**src/rtl/cpu_types_pkg.sv**
```systemverilog
// rtl/cpu_types_pkg.sv - shared CPU types: register index and pipeline control state
package cpu_types_pkg;

    typedef logic [4:0] regbits;

    typedef enum logic [1:0] {
        RUN   = 2'd0,
        DWAIT = 2'd1,
        HALT  = 2'd2
    } ctrl_state_t;

    localparam logic [15:0] STALL_MAX = 16'hFFFF;

endpackage

```
**src/rtl/pipeline_ctrl.sv**
```systemverilog
// rtl/pipeline_ctrl.sv - pipeline hazard controller: stalls, flushes, halt and stall counter
module pipeline_ctrl
    import cpu_types_pkg::*;
(
    input  logic        CLK,
    input  logic        RST,
    input  logic        ihit,
    input  logic        dhit,
    input  logic        mem_dREN,
    input  logic        mem_dWEN,
    input  logic        mem_halt,
    input  logic        ex_dREN,
    input  regbits      ex_wsel,
    input  regbits      id_rs,
    input  regbits      id_rt,
    input  logic        id_uses_rt,
    input  logic        ex_pcsrc,
    output logic        pc_en,
    output logic        if_en,
    output logic        if_flush,
    output logic        id_en,
    output logic        id_flush,
    output logic        ex_en,
    output logic        ex_flush,
    output logic        mem_en,
    output logic        mem_flush,
    output logic        halted,
    output logic [15:0] stall_count
);

    ctrl_state_t state;
    ctrl_state_t next_state;
    logic        data_wait;
    logic        load_use;

    assign data_wait = (mem_dREN | mem_dWEN) & ~dhit;
    assign load_use  = ex_dREN && (ex_wsel != 5'd0) &&
                       ((ex_wsel == id_rs) || (id_uses_rt && (ex_wsel == id_rt)));

    always_ff @(posedge CLK) begin
        if (RST) begin
            state       <= RUN;
            stall_count <= 16'd0;
        end else begin
            state <= next_state;
            if ((state != HALT) && !pc_en && (stall_count != STALL_MAX))
                stall_count <= stall_count + 16'd1;
        end
    end

    // A pending redirect during a data wait is simply held off: the EX latch
    // keeps ex_pcsrc asserted, so the flush falls out on the dhit cycle.
    always_comb begin
        next_state = state;
        pc_en      = 1'b0;
        if_en      = 1'b0;
        if_flush   = 1'b0;
        id_en      = 1'b0;
        id_flush   = 1'b0;
        ex_en      = 1'b0;
        ex_flush   = 1'b0;
        mem_en     = 1'b0;
        mem_flush  = 1'b0;
        halted     = 1'b0;
        if (RST) begin
            next_state = RUN;
        end else if (state == HALT) begin
            halted = 1'b1;
        end else if (data_wait) begin
            next_state = DWAIT;
        end else begin
            next_state = mem_halt ? HALT : RUN;
            ex_en      = 1'b1;
            mem_en     = 1'b1;
            if (ex_pcsrc) begin
                pc_en    = 1'b1;
                if_flush = 1'b1;
                id_flush = 1'b1;
            end else if (load_use) begin
                id_flush = 1'b1;
            end else if (!ihit) begin
                if_flush = 1'b1;
                id_en    = 1'b1;
            end else begin
                pc_en = 1'b1;
                if_en = 1'b1;
                id_en = 1'b1;
            end
        end
    end

endmodule

```
**config.mk**
```make
export PLATFORM = sky130hd
export DESIGN_NAME = pipeline_ctrl
export DESIGN_NICKNAME = d
export VERILOG_FILES = /design/src/rtl/cpu_types_pkg.sv /design/src/rtl/pipeline_ctrl.sv
export SDC_FILE = /design/constraint.sdc
export NUM_CORES = 1
export LEC_CHECK = 0
export ABC_AREA = 1
export CELL_PAD_IN_SITES_DETAIL_PLACEMENT = 0
export CELL_PAD_IN_SITES_GLOBAL_PLACEMENT = 1
export CORE_MARGIN = 1.5
export CORE_UTILIZATION = 29
export CTS_CLUSTER_DIAMETER = 200
export DETAILED_ROUTE_END_ITERATION = 6
export PLACE_DENSITY_LB_ADDON = 0.1
export REMOVE_ABC_BUFFERS = 1
export SLEW_MARGIN = 20
export SYNTH_ARGS = -nofsm -noshare
export SYNTH_HDL_FRONTEND = slang
export SYNTH_SLANG_ARGS = --single-unit
```
**constraint.sdc**
```tcl
create_clock -name CLK -period 2.04 [get_ports CLK]
set_input_delay 0.306 -clock CLK [delete_from_list [all_inputs] [get_ports CLK]]
set_output_delay 0.306 -clock CLK [all_outputs]
set_load 0.02 [all_outputs]
```
==> results.sh <==
export IMPL_critical_path_arrival_ns=1.64
export IMPL_min_period_over_period=0.956
export IMPL_required_ns=1.73
export IMPL_place_ws_ns=-0.368
export IMPL_critical_path_class="input port to output pin"
export IMPL_ant_nets=0
export IMPL_holdCritStartpoint="stall_count[15]$_SDFFE_PP0P_"
export IMPL_portBuffers=48
export IMPL_fmax_ghz=0.513
export IMPL_area_growth_pct=46.9
export IMPL_vias=1535
export IMPL_holdWs_ns=0.529
export IMPL_n_fill_cell=481
export IMPL_core_area_um2=4440
export IMPL_cts_hold_fix_buffers=0
export IMPL_vias_per_cell=4.69
export IMPL_layout_common_cells="nand2_1, clkdlybuf4s50_1, inv_1, nor2_1, dfxtp_1"
export IMPL_mostFrequentLayoutCell="nand2_1"
export IMPL_drive_gt1_frac=0.124
export IMPL_grt_total_usage=0.158
export IMPL_rr_worst_depth=9
export IMPL_initial_utilization=0.308
export IMPL_antenna_found_initial=0
export IMPL_fin_cells=327
export IMPL_fin_ws_ns=0.0902
export IMPL_hold_viol_final=0
export IMPL_p_per_area_nw_per_um2=459
export IMPL_crit_path_start_kind="input port"
export IMPL_wirelength_um=4040
export IMPL_critical_path_peak_fanout=4
export IMPL_finalWeightedCongestion=0.738
export IMPL_clk_pin_slew_ns=0.07
export IMPL_leakagePower_nw=0.989
export IMPL_maxCapViolations=0
export IMPL_grt_max_degree=18
export IMPL_whs_endpoint="stall_count[15]$_SDFFE_PP0P_"
export IMPL_io_pins=51
export IMPL_rr_startpoint="stall_count[1]$_SDFFE_PP0P_"
export IMPL_clock_latency_ns=0.26
export IMPL_syn_area_per_cell_um2=6.19
export IMPL_die_h_um=71.7
export IMPL_crit_path_end_kind="output pin"
export IMPL_rows=24
export IMPL_h_tree_depth=1
export IMPL_synth_cell_types=26
export IMPL_cts_buffers=3
export IMPL_die_area_um2=5140
export IMPL_wire_per_inst_um=12.4
export IMPL_rrSetupSlack_ns=0.24
export IMPL_violations="DRC"
export IMPL_holdPathStages=2
export IMPL_cts_tree="built"
export IMPL_synth_warnings=0
export IMPL_diodes=0
export IMPL_timing_final_setup_violations=0
export IMPL_ctsRootBufferMaster="clkbuf_8"
export IMPL_synthTopCellsByArea="dfxtp_1, nand2_1, inv_1"
export IMPL_regToRegEndpoint="stall_count[11]$_SDFFE_PP0P_"
export IMPL_hpwl_um=2890
export IMPL_yosys_area_top_type_share=0.263
export IMPL_yosysSeqAreaShare=0.263
export IMPL_power_mw=0.923
export IMPL_syn_cell_area_um2=1370
export IMPL_min_period_ns=1.95
export IMPL_gr_total_overflow=0
export IMPL_fin_worst_skew_ns=0.00477
export IMPL_nNetsFinal=302
export IMPL_yosysTopAreaCell="dfxtp_1"
export IMPL_synth_cells=221
export IMPL_cts_sinks=18
export IMPL_place_inst=321
export IMPL_drc=2
export IMPL_drt_iter0_drc=83
export IMPL_cts_path_max_buffers=2
export IMPL_ys_seq_elements=18
export IMPL_first_pass_iters=7
export IMPL_grt_pass1_wl_um=6590
export IMPL_grt_pass1_vias=1408
export IMPL_holdCritPathClass="flip-flop to flip-flop"
export IMPL_slew_violations=0
export IMPL_outcome="complete, but fails checks"
export IMPL_irDropWorstVdd_uv=198
export IMPL_die_w_um=71.7
through the flow:
| stage | setup TNS (ns) | utilization | instance area, um2 |
|---|---|---|---|
| finish | 0 | 0.452 | 2010 |
| CTS | 0 | 0.441 | 1960 |
| detailed placement | -6.03 | 0.430 | 1910 |
| floorplan | -0.0700 | - | 1310 |
| global placement | -6.43 | 0.430 | 1910 |
| global route | -0.0297 | 0.452 | 2010 |
sequential cells by signal, summed over array words and instances, names as in the netlist:
signal and count:
state 2, stall_count 16
cell families after synthesis:
group | share of synthesized area
AOI/OAI and AO/OA | 0.0622
xor gates and xnor gates | 0.0897
adders and majority gates | 0.00915
buffers and inverters | 0.134
DFF | 0.263
other | 0.00274
and+or+nand+nor | 0.438
worst max path at each step:
| stage | startpoint | end | slack [ns] | cells past startpoint |
|---|---|---|---|---|
| 2_1_floorplan | mem_dWEN | if_en | -0.07 | 5 |
| 3_3_place_gp | ex_wsel[4] | pc_en | -0.38 | 13 |
| 3_5_place_dp | ex_wsel[4] | pc_en | -0.37 | 13 |
| 4_1_cts | ex_wsel[2] | if_en | 0.001 | 9 |
| 5_1_grt | id_rt[2] | pc_en | -0.03 | 13 |
| 6_report | id_rt[2] | pc_en | 0.09 | 13 |
layout make-up:
class	count	area, um2	area share
Clock buffer	4	55.1	0.0274
Inverter	32	120	0.0598
Multi-Input combinational cell	165	862	0.429
Sequential cell	18	360	0.179
Tap cell	52	65.1	0.0324
Timing Repair Buffer	56	547	0.272
what timing repair did:
item | in CTS | in global routing
buffers inserted | 0 | 0
resized for setup | 21 | 21
cloned | 0 | 2
setup endpoints to repair | 15 | 20
pin swaps | 2 | 6
power by group:
| group | internal (mW) | switching [mW] |
|---|---|---|
| combinational | 0.113 | 0.141 |
| clock | 0.172 | 0.128 |
| sequential | 0.361 | 0.00765 |
routing by layer:
layer	GRT usage	up-vias	share of wire
li1	-	803	-
met2	0.254	42	0.45
met5	0	-	0
met4	0.0377	0	0.0077
met1	0.218	686	0.49
met3	0.0309	4	0.054
worst max-delay path: stages:
cell and delay (ns):
clkdlybuf4s50_1 0.49, inv_1 0.05, nand2_1 0.05, nand2_1 0.05, nor2_1 0.08, nand3_1 0.07, nand2_1 0.08, nand2_2 0.08
nand2_2 0.06, nand2_2 0.06, nand2_4 0.07, inv_1 0.04, buf_4 0.15
cells in the mapped netlist, drive strengths merged:
cell     n
inv     31
nand2   68
ha       1
o21ai    1
clkbuf   1
clkinv   1
xnor2    8
dfxtp   18
buf      8
nor3     6
nand4   17
conb     1
xor2     6
nor2    27
nand3   11
a21oi   16
(Power assumes the default switching activity.)
==> RTL change 1 (same settings) <==
Re-encode `ctrl_state_t` (3 states) as one-hot, 3 bits wide.
--- a/src/rtl/cpu_types_pkg.sv
+++ b/src/rtl/cpu_types_pkg.sv
@@ -4,8 +4,8 @@
     typedef logic [4:0] regbits;
 
-    typedef enum logic [1:0] {
-        RUN   = 2'd0,
-        DWAIT = 2'd1,
-        HALT  = 2'd2
+    typedef enum logic [2:0] {
+        RUN   = 3'b001,
+        DWAIT = 3'b010,
+        HALT  = 3'b100
     } ctrl_state_t;
 
Check against the original RTL: no difference found for any inputs over 10 cycles, from zero or initial values and one cycle with RST high; not proved beyond that.
==> RTL change 1 against the unedited design <==
Wire length fell by 4.6%. Worst setup slack improved by 0.062 ns. Clock skew rose by 0.0036 ns. Final area rose by 2.4%. Power fell by 5.5%. Critical endpoint is now if_flush. Sequential power rose by 5.4%. Critical path depth fell by 6. Sequential cell count rose by 1. Area after synthesis rose by 2.2%.
==> RTL change 1: results <==
# TYPE chip_impl_metric gauge
chip_impl_metric{name="worst_setup_slack_for_register_to_register_paths",unit="ns"} 0.16
chip_impl_metric{name="grt.total_usage",unit=""} 0.151
chip_impl_metric{name="worst_clock_skew",unit="ns"} 0.00838
chip_impl_metric{name="place.gp.congestion",unit=""} 0.759
chip_impl_info{name="synth_area_leaders",value="sky130_fd_sc_hd__dfxtp_1 27%, sky130_fd_sc_hd__nand2_1 17%, sky130_fd_sc_hd__xor2_1 7.5%, sky130_fd_sc_hd__inv_1 7.3%, sky130_fd_sc_hd__nand4_1 7.2%"} 1
chip_impl_metric{name="dr.first_iter.drc_count",unit=""} 101
chip_impl_info{name="cp_capture_point",value="if_flush"} 1
chip_impl_info{name="layout_top_registers",value="stall_count (16), state (3)"} 1
chip_impl_metric{name="grtUsageMet1",unit=""} 0.205
chip_impl_metric{name="crit_path_max_incr_delay",unit="ns"} 0.39
chip_impl_metric{name="leakagePower",unit="nW"} 0.987
chip_impl_metric{name="drt_first_pass_iters",unit=""} 4
chip_impl_metric{name="layout.nets",unit=""} 306
chip_impl_metric{name="fillers",unit=""} 520
chip_impl_metric{name="grt_pass1_vias",unit=""} 1425
chip_impl_metric{name="drive_above_1_share",unit=""} 0.147
chip_impl_metric{name="maximum_number_of_pins_on_one_net_before_global_route_repair",unit=""} 20
chip_impl_info{name="outcome",value="finished, final reports clean"} 1
chip_impl_metric{name="grt_first_pass_wirelength",unit="mm"} 6.35
chip_impl_metric{name="synthesis.area_per_instance",unit="um^2"} 6.27
chip_impl_metric{name="synth_sequential_area_ratio",unit=""} 0.272
chip_impl_metric{name="wl_per_cell",unit="um"} 11.6
chip_impl_metric{name="synth_fa_ha_area_frac",unit=""} 0.00895
chip_impl_metric{name="place_hpwl",unit="mm"} 2.79
chip_impl_info{name="worstSetupStartpoint",value="mem_dWEN"} 1
chip_impl_metric{name="vias",unit=""} 1509
RTL change 1: cell count changes after synthesis, moves of 2 or more:
cell	change
sky130_fd_sc_hd__inv_2	+2
sky130_fd_sc_hd__nor3_1	+2
sky130_fd_sc_hd__o21ai_0	+2
sky130_fd_sc_hd__clkbuf_1	+2
sky130_fd_sc_hd__xnor2_1	-6
sky130_fd_sc_hd__nor2_2	-2
sky130_fd_sc_hd__nand2_1	-2
sky130_fd_sc_hd__nor3_2	+2
sky130_fd_sc_hd__a21oi_2	+2
sky130_fd_sc_hd__nand2_2	-2
sky130_fd_sc_hd__xor2_1	+6
RTL change 1: area by class of cell:
cell class | instances | area, um^2 | area share
clock buffer | 4 | 45.0 | 0.0219
inverter | 32 | 120 | 0.0584
multi-input combinational | 164 | 870 | 0.423
sequential | 19 | 380 | 0.185
tap | 54 | 67.6 | 0.0328
timing repair buffer | 60 | 574 | 0.279
RTL change 1: per-layer routing:
layer  wire, um  part of all wire  vias to the layer above
met4         22            0.0057                        0
met1       1930              0.50                      655
met2       1770              0.46                       32
met3        135             0.035                        2
met5          0                 0                        -
li1           -                 -                      820
RTL change 1: per-stage QoR:
step                setup slack (ns)  setup TNS [ns]
floorplan                     -0.489           -3.09
global placement              -0.401           -6.61
detailed placement            -0.398           -6.39
CTS                          0.00475               0
global route                -0.00371        -0.00371
finish                         0.152               0
RTL change 1: power by group:
group	switching, W	internal, W	total, W
Sequential	0.00000753	0.000381	0.000389
Clock	0.000126	0.000139	0.000265
Combinational	0.000119	0.0000993	0.000218
RTL change 1: repair_timing:
item	4_1_cts	5_1_grt
pin swaps	0	11
endpoints found under the setup margin	20	21
resized for setup	26	19
hold buffers	0	0
gates cloned	0	1
buffers inserted	0	0
==> RTL change 2 (same flow settings) <==
Without the edit above. Change the package constant `STALL_MAX` from 16'hFFFF to 16'h7FFF.
--- a/src/rtl/cpu_types_pkg.sv
+++ b/src/rtl/cpu_types_pkg.sv
@@ -10,5 +10,5 @@
     } ctrl_state_t;
 
-    localparam logic [15:0] STALL_MAX = 16'hFFFF;
+    localparam logic [15:0] STALL_MAX = 16'h7FFF;
 
 endpackage
Function: no difference found for any inputs over 10 cycles, from zero or initial values and one cycle with RST high; that may be too few to reach the edited logic, so the function may still have changed.
==> RTL change 2 against the unedited design <==
Final area is 3.7% higher. Worst setup slack better by 0.044 ns. Power increased by 1.1%. Area after synthesis is 5.3% higher. Utilization shrank 1.4 points. Count of clock-buffer cells in the layout unchanged. Wire length is essentially flat. Non-clock buffer count grew 2. Sequential cell count stayed put. Synthesized cell count decreased by 0.45%. Clock power up 2%. Critical path type unchanged. Highest routed layer unchanged.
==> RTL change 2: results <==
# TYPE chip_impl_metric gauge
chip_impl_metric{name="grt.total_usage",unit=""} 0.155
chip_impl_metric{name="dpl_cell_area",unit="um^2"} 2030
chip_impl_metric{name="drive_above_1_share",unit=""} 0.175
chip_impl_metric{name="layout.nets",unit=""} 301
chip_impl_metric{name="post-place-cells",unit=""} 337
chip_impl_metric{name="place.gp.congestion",unit=""} 0.753
chip_impl_metric{name="vias",unit=""} 1520
chip_impl_metric{name="power.ir.vdd_worst",unit="V"} 0.000355
chip_impl_metric{name="synthXorXnorAreaFrac",unit=""} 0.0851
chip_impl_metric{name="synth_compound_area_frac",unit=""} 0.0617
chip_impl_metric{name="detail_route.vias_per_cell",unit=""} 4.46
chip_impl_metric{name="cts-resized-gates",unit=""} 25
chip_impl_metric{name="leakagePower",unit="nW"} 0.984
chip_impl_metric{name="internal_power",unit="W"} 0.000649
chip_impl_metric{name="synthesis.area_per_instance",unit="um^2"} 6.55
chip_impl_metric{name="grt.met3_usage",unit=""} 0.0233
chip_impl_metric{name="met1_length",unit="mm"} 2.02
chip_impl_info{name="outcome",value="finished, final reports clean"} 1
chip_impl_metric{name="synthDistinctLibCells",unit=""} 30
chip_impl_metric{name="grt_first_pass_wirelength",unit="mm"} 6.63
chip_impl_metric{name="worst_clock_skew",unit="ns"} 0.0127
chip_impl_metric{name="routed-wl-met2",unit="mm"} 1.81
chip_impl_metric{name="critical_path_arrival",unit="ns"} 1.60
chip_impl_metric{name="grtUsageMet1",unit=""} 0.213
chip_impl_metric{name="wl_met3",unit="um"} 191
chip_impl_metric{name="synth_fa_ha_area_frac",unit=""} 0.00869
chip_impl_metric{name="comb_power_share",unit=""} 0.277
[RTL change 2: area by class of cell]
cell class | instances | area, um^2
flip-flops and latches | 18 | 360
inverters | 36 | 135
clock buffers | 4 | 55.1
multi-input cells | 158 | 886
repair buffers | 58 | 564
fillers | 540 | 2670
well taps | 67 | 83.8
[RTL change 2: worst paths after layout]
kind	from	cells past startpoint	endpoint	slack (ns)
worst max-delay path	id_rt[4]	13	pc_en	0.13
worst min-delay path	stall_count[14]	2	stall_count[14]	0.51
worst max register to register	stall_count[1]	11	stall_count[1]	0.35
worst min register to register	stall_count[14]	2	stall_count[14]	0.51
[RTL change 2: kinds of logic after synthesis]
| group | Yosys count |
|---|---|
| AO/OA/AOI/OAI | 17 |
| buffers and inverters | 45 |
| XOR/XNOR | 14 |
| adder cells (fa/ha/maj) | 1 |
| flip-flops | 18 |
| other | 1 |
| AND/OR/NAND/NOR | 124 |
